**src/rtl/prog_run_ctrl.sv**
```systemverilog
// Run controller between the host and the processor core.
// It selects a program entry point and holds the core in reset while the PC is
// loaded. It then releases the core and counts RUN cycles. The run finishes
// when the core halts or when the watchdog expires.
//
// state  | meaning
// -------+-----------------------------------------------------------
// IDLE   | core held in reset, waiting for a start request
// LOAD   | one cycle: core still in reset, pc_load strobe to the core
// RUN    | core released, cycle counter and watchdog active
// DONE   | core held in reset, results (count, timeout) held for host
module prog_run_ctrl #(
    parameter int PC_W       = 10,
    parameter int CNT_W      = 16,
    parameter int MAX_CYCLES = 50000,
    parameter int BASE0      = 0,
    parameter int BASE1      = 0,
    parameter int BASE2      = 256,
    parameter int BASE3      = 512
) (
    input  logic             clk,
    input  logic             reset,
    input  logic             req,
    input  logic [1:0]       prog_sel,
    input  logic             halt,
    output logic             core_rst,
    output logic             pc_load,
    output logic [PC_W-1:0]  pc_start,
    output logic             busy,
    output logic             done,
    output logic             timeout,
    output logic [CNT_W-1:0] cycle_count
);

    localparam logic [CNT_W-1:0] LIMIT  = CNT_W'(MAX_CYCLES);
    localparam logic [PC_W-1:0]  BASE_0 = PC_W'(BASE0);
    localparam logic [PC_W-1:0]  BASE_1 = PC_W'(BASE1);
    localparam logic [PC_W-1:0]  BASE_2 = PC_W'(BASE2);
    localparam logic [PC_W-1:0]  BASE_3 = PC_W'(BASE3);

    typedef enum logic [1:0] {
        S_IDLE = 2'd0,
        S_LOAD = 2'd1,
        S_RUN  = 2'd2,
        S_DONE = 2'd3
    } state_t;

    state_t           state, state_nxt;
    logic [PC_W-1:0]  pc_start_nxt;
    logic [CNT_W-1:0] cycle_count_nxt;
    logic             timeout_nxt;
    // The watchdog counts down the RUN cycles that remain. The run expires
    // when the count is 1 during a RUN cycle, so the run ends exactly on
    // cycle LIMIT.
    logic [CNT_W-1:0] wd_left, wd_left_nxt;
    logic             core_rst_nxt, pc_load_nxt, busy_nxt, done_nxt;
    logic [PC_W-1:0]  base_sel;

    // Map the program select input to its entry address.
    always_comb begin
        base_sel = BASE_0;
        case (prog_sel)
            2'd0: base_sel = BASE_0;
            2'd1: base_sel = BASE_1;
            2'd2: base_sel = BASE_2;
            2'd3: base_sel = BASE_3;
            default: base_sel = BASE_0;
        endcase
    end

    // Compute the next state and the next datapath values. The outputs are
    // derived from the next state so that they come straight from registers.
    always_comb begin
        state_nxt       = state;
        pc_start_nxt    = pc_start;
        cycle_count_nxt = cycle_count;
        timeout_nxt     = timeout;
        wd_left_nxt     = wd_left;

        case (state)
            S_IDLE, S_DONE: begin
                if (req) begin
                    state_nxt       = S_LOAD;
                    pc_start_nxt    = base_sel;
                    cycle_count_nxt = '0;
                    timeout_nxt     = 1'b0;
                    wd_left_nxt     = LIMIT;
                end
            end
            S_LOAD: begin
                state_nxt = S_RUN;
            end
            S_RUN: begin
                cycle_count_nxt = cycle_count + 1'b1;
                wd_left_nxt     = wd_left - 1'b1;
                // If halt and the limit occur together, the halt takes
                // priority and the run counts as a clean finish.
                if (halt) begin
                    state_nxt   = S_DONE;
                    timeout_nxt = 1'b0;
                end else if (wd_left == CNT_W'(1)) begin
                    state_nxt   = S_DONE;
                    timeout_nxt = 1'b1;
                end
            end
            default: begin
                state_nxt = S_IDLE;
            end
        endcase

        core_rst_nxt = (state_nxt != S_RUN);
        pc_load_nxt  = (state_nxt == S_LOAD);
        busy_nxt     = (state_nxt == S_LOAD) || (state_nxt == S_RUN);
        done_nxt     = (state_nxt == S_DONE);
    end

    // State and output registers. The reset takes effect immediately, even in
    // the middle of a run.
    always_ff @(posedge clk or negedge reset) begin
        if (!reset) begin
            state       <= S_IDLE;
            pc_start    <= '0;
            cycle_count <= '0;
            timeout     <= 1'b0;
            wd_left     <= '0;
            core_rst    <= 1'b1;
            pc_load     <= 1'b0;
            busy        <= 1'b0;
            done        <= 1'b0;
        end else begin
            state       <= state_nxt;
            pc_start    <= pc_start_nxt;
            cycle_count <= cycle_count_nxt;
            timeout     <= timeout_nxt;
            wd_left     <= wd_left_nxt;
            core_rst    <= core_rst_nxt;
            pc_load     <= pc_load_nxt;
            busy        <= busy_nxt;
            done        <= done_nxt;
        end
    end

endmodule

```
**config.mk**
```make
export PLATFORM = sky130hd
export DESIGN_NAME = prog_run_ctrl
export DESIGN_NICKNAME = d
export VERILOG_FILES = /design/src/rtl/prog_run_ctrl.sv
export SDC_FILE = /design/constraint.sdc
export NUM_CORES = 1
export LEC_CHECK = 0
export ABC_AREA = 1
export BUFFER_PORTS_ARGS = -buffer_cell sky130_fd_sc_hd__buf_4
export CAP_MARGIN = 20
export CORE_ASPECT_RATIO = 1.25
export CORE_UTILIZATION = 60
export DETAILED_ROUTE_END_ITERATION = 6
export GPL_TIMING_DRIVEN = 1
export MAX_ROUTING_LAYER = met4
export PLACE_DENSITY = 0.87
export SYNTH_ARGS = -nofsm -noshare
export SYNTH_HDL_FRONTEND = slang
export SYNTH_SLANG_ARGS = --single-unit
```
**constraint.sdc**
```tcl
create_clock -name clk -period 5.01 [get_ports clk]
set_input_delay 1.002 -clock clk [delete_from_list [all_inputs] [get_ports clk]]
set_output_delay 1.002 -clock clk [all_outputs]
set_load 0.05 [all_outputs]
```
==> flow_summary_export.csv <==
group,metric,value,unit
floorplanning,io-pin-count,37,
synth,ys_top_cells_by_area,"sky130_fd_sc_hd__dfrtp_1 (43%), sky130_fd_sc_hd__nand2_1 (12%), sky130_fd_sc_hd__nor2_1 (8.9%)",
route,via_count,2060,
floorplanning,initial_core_utilization,64.5,%
synth,post-synth-top-area-fraction,43.1,%
cells_and_area,fillers,292,
clocking,post-cts-setup-buffers,0,
worst_setup_path,cp_slowest_cell,"sky130_fd_sc_hd__nand2_2",
power,p_seq_share,33.3,%
global_route,vias_in_the_first_global_route,1966,
place,globalplace.congestion,0.872,
synth,synth_cells,312,
timing,maxSlewHeadroom,56.5,%
power,power_internal,0.720,mW
timing,post-route-worst-setup-slack,2.97,ns
timing,finalClockSkew,0.00447,ns
clocking,cts.sinks,41,
power,power.switching,0.615,mW
cells_and_area,most_common_library_cell_in_the_layout_ignoring_fill_and_taps,"sky130_fd_sc_hd__nand2_1",
cells_and_area,fin_area,0.00262,mm²
timing,min_period,2.04,ns
route,ant_nets,0,
synth,synth_area,0.00232,mm²
global_route,grt_antenna_before_repair,0,
power,p_leak,1.29,nW
timing,final-max-slew-violation-count,0,
global_route,grt_max_degree,42,
clocking,clock_network_latency_to_the_later_pin_of_the_worst_skew_pair,0.29,ns
place,dp_worst_setup_slack,2.64,ns
clocking,cts_max_level,2,
route,route.final.wire_length,4860,µm
power,power_density_over_the_cells,510,mW/mm²
route,detail_route.first_pass.iterations,6,
cells_and_area,multi_input_comb_area,0.00106,mm²
global_route,grt.total_usage,26.5,%
power,vdd.ir_drop.worst,498,µV
cells_and_area,final_cell_mix,"sky130_fd_sc_hd__nand2_1 (73), sky130_fd_sc_hd__nor2_1 (55), sky130_fd_sc_hd__inv_1 (41)",
timing,grt_setup_unrepaired,"false",
route,post_drt_wl_per_cell,12.8,µm
route,detail_route.drc_violations,2,
worst_setup_path,path_cells,"buf_4, nand2_2, nand2_2, nand3_1, nor2_1, nand2_1, nand2_1, nand3_1",
synth,yosysUniqueCellTypes,27,
flow_run,timing.max_cap.violations,0,
cells_and_area,stdcell_count,380,
floorplanning,die_area,0.00413,mm²
synth,synthesis.area_per_instance,7.45,µm²
worst_setup_path,timing.critical_path.required,5.16,ns
cells_and_area,register_area,0.00103,mm²
timing,tns,0,ns
clocking,hold_buffers,0,
worst_setup_path,endpoint_kind,"flop",
clocking,post_cts.resized_instances,0,
timing,timing.final.hold_violations,0,
worst_setup_path,cp_num_buf_inv,1,
place,io_buffer_count,28,
synth,ys_seq_area_share,44.2,%
synth,yosys_warnings,0,
worst_hold_path,hold_path_class,"reg2reg",
power,clkPwrFrac,20.9,%
timing,hold-worst-slack,0.520,ns
clocking,cts_buffers,5,
worst_setup_path,crit_path_max_incr_delay,0.33,ns
timing,fmax,0.491,GHz
floorplanning,die-width,57.7,µm
worst_setup_path,critical_path_class,"in2reg",
cells_and_area,antennaDiodeCount,0,
cells_and_area,post_route_cells_drive_above_1_share,13.5,%
global_route,global_route_wire_length_before_repair,8200,µm
floorplanning,fp.coreArea,0.00360,mm²
floorplanning,num_rows,24,
route,viasPerCell,5.42,
clocking,root_buf_cell,"sky130_fd_sc_hd__clkbuf_8",
clocking,tritoncts,"built",
route,drt-initial-drc-count,110,
global_route,grt-ovfl-total,0,
timing,tightest_slew,0.651,ns
place,post_dp_cell_area,0.00250,mm²
clocking,clkSlewWorstSetupHoldPaths,0.08,ns
power,p_comb_share,45.8,%
worst_setup_path,critPathLaunchType,"input port",
place,dp_hpwl,3530,µm
place,post-place-cells,372,
synth,ys_ff_latch,41,
outcome,failed_checks,"DRC",
clocking,clk_buf_depth,2,
cells_and_area,finalNetCount,353,
timing,final_cycle_share,40.6,%
worst_setup_path,critPathMaxFanout,20,
power,power.share.switching,46.1,%
timing,final-setup-viol-count,0,
worst_setup_path,cp_data_arrival_time,2.19,ns
worst_setup_path,worst_path_dominant_cell_family,"simple AND/OR/NAND/NOR gates",
floorplanning,fp.dieH,71.6,µm
synth,synth_area_leader_cell,"sky130_fd_sc_hd__dfrtp_1",
cells_and_area,areaGrowthSynthToFinish,12.6,%
outcome,outcome,"finished, violations left",
-- metal layers --
layer | GRT usage [%] | vias to the layer above | wire length (µm)
li1 | - | 1020 | -
met2 | 47.0 | 63 | 2550
met4 | 9.79 | 0 | 73
met5 | - | - | 0
met1 | 29.0 | 968 | 2000
met3 | 5.42 | 9 | 239
-- sequential cells by signal (all words and copies together), names as in the netlist, 2 cells and up --
register,cells
cycle_count,16
pc_start,2
state,2
wd_left,16
-- cells by family (layout without fill, tap and decap cells) --
kind of cell / after synthesis / in the layout / synth area share, %
AO/OA/AOI/OAI: 28 / 28 / 6.30
XOR/XNOR: 1 / 1 / 0.377
adder cells (fa/ha/maj): 7 / 7 / 3.77
buffers and inverters: 55 / 77 / 11.4
flip-flops: 41 / 41 / 44.2
other: 1 / 8 / 0.161
AND/OR/NAND/NOR: 179 / 179 / 33.8
-- synth_stat cells --
library cell,count
sky130_fd_sc_hd__nand2_2,4
sky130_fd_sc_hd__o21ai_0,15
sky130_fd_sc_hd__nor3_2,1
sky130_fd_sc_hd__nor2_1,55
sky130_fd_sc_hd__and2_1,2
sky130_fd_sc_hd__dfrtp_1,40
sky130_fd_sc_hd__nand2_1,73
sky130_fd_sc_hd__nand4_1,10
sky130_fd_sc_hd__xnor2_1,1
sky130_fd_sc_hd__conb_1,1
sky130_fd_sc_hd__nor3b_1,1
sky130_fd_sc_hd__ha_1,7
sky130_fd_sc_hd__nand3b_1,2
sky130_fd_sc_hd__buf_6,3
sky130_fd_sc_hd__nor3_1,6
sky130_fd_sc_hd__inv_1,41
sky130_fd_sc_hd__buf_2,2
sky130_fd_sc_hd__and3_1,2
sky130_fd_sc_hd__nor2_2,2
sky130_fd_sc_hd__dfstp_2,1
sky130_fd_sc_hd__o211ai_1,1
sky130_fd_sc_hd__a21oi_1,10
sky130_fd_sc_hd__o31ai_1,1
sky130_fd_sc_hd__buf_4,9
sky130_fd_sc_hd__o22ai_1,1
sky130_fd_sc_hd__nor2_4,2
sky130_fd_sc_hd__nand3_1,19
-- per-stage QoR --
step	util (%)	total power, mW
after floorplan	-	0.952
after global placement	69.3	1.04
after detailed placement	69.3	1.06
after CTS	72.7	1.34
after global routing	72.7	1.43
final	72.7	1.34
-- worst reg2reg max path: cells and delay by family (launching register included) --
family | cells | cell delay [ns]
and+or+nand+nor | 7 | 1.09
DFF | 1 | 0.37
adders and majority gates | 1 | 0.35
buffers and inverters | 1 | 0.07
-- worst paths after layout --
| kind | start | endpoint | slack, ns | cells after the start |
|---|---|---|---|---|
| min in group asynchronous | reset | cycle_count[12]$_DFFE_PN0P_ | 0.67 | 1 |
| worst max-delay path | req | wd_left[15]$_DFFE_PN0P_ | 2.97 | 8 |
| worst max register to register | state[0]$_DFF_PN0_ | wd_left[15]$_DFFE_PN0P_ | 3.00 | 9 |
| max in group asynchronous | reset | core_rst$_DFF_PN1_ | 3.98 | 1 |
| worst min-delay path | timeout$_DFFE_PN0P_ | timeout$_DFFE_PN0P_ | 0.52 | 2 |
| worst min register to register | timeout$_DFFE_PN0P_ | timeout$_DFFE_PN0P_ | 0.52 | 2 |
-- power by group through the flow --
stage	Combinational [mW]	Sequential, mW	Clock [mW]
6_report	0.612	0.444	0.279
3_5_place_dp	0.613	0.449	0
2_1_floorplan	0.404	0.548	0
4_1_cts	0.616	0.445	0.282
3_3_place_gp	0.593	0.449	0
5_1_grt	0.682	0.453	0.292
-- layout make-up --
cell class,count,share of cell area (%)
Multi-Input combinational cell,223,40.4
Timing Repair Buffer,28,8.03
Sequential cell,41,39.2
Clock buffer,6,3.15
Tap cell,39,1.86
Clock inverter,2,1.43
Inverter,41,5.88
No activity file was read; power rests on OpenSTA's default activity.
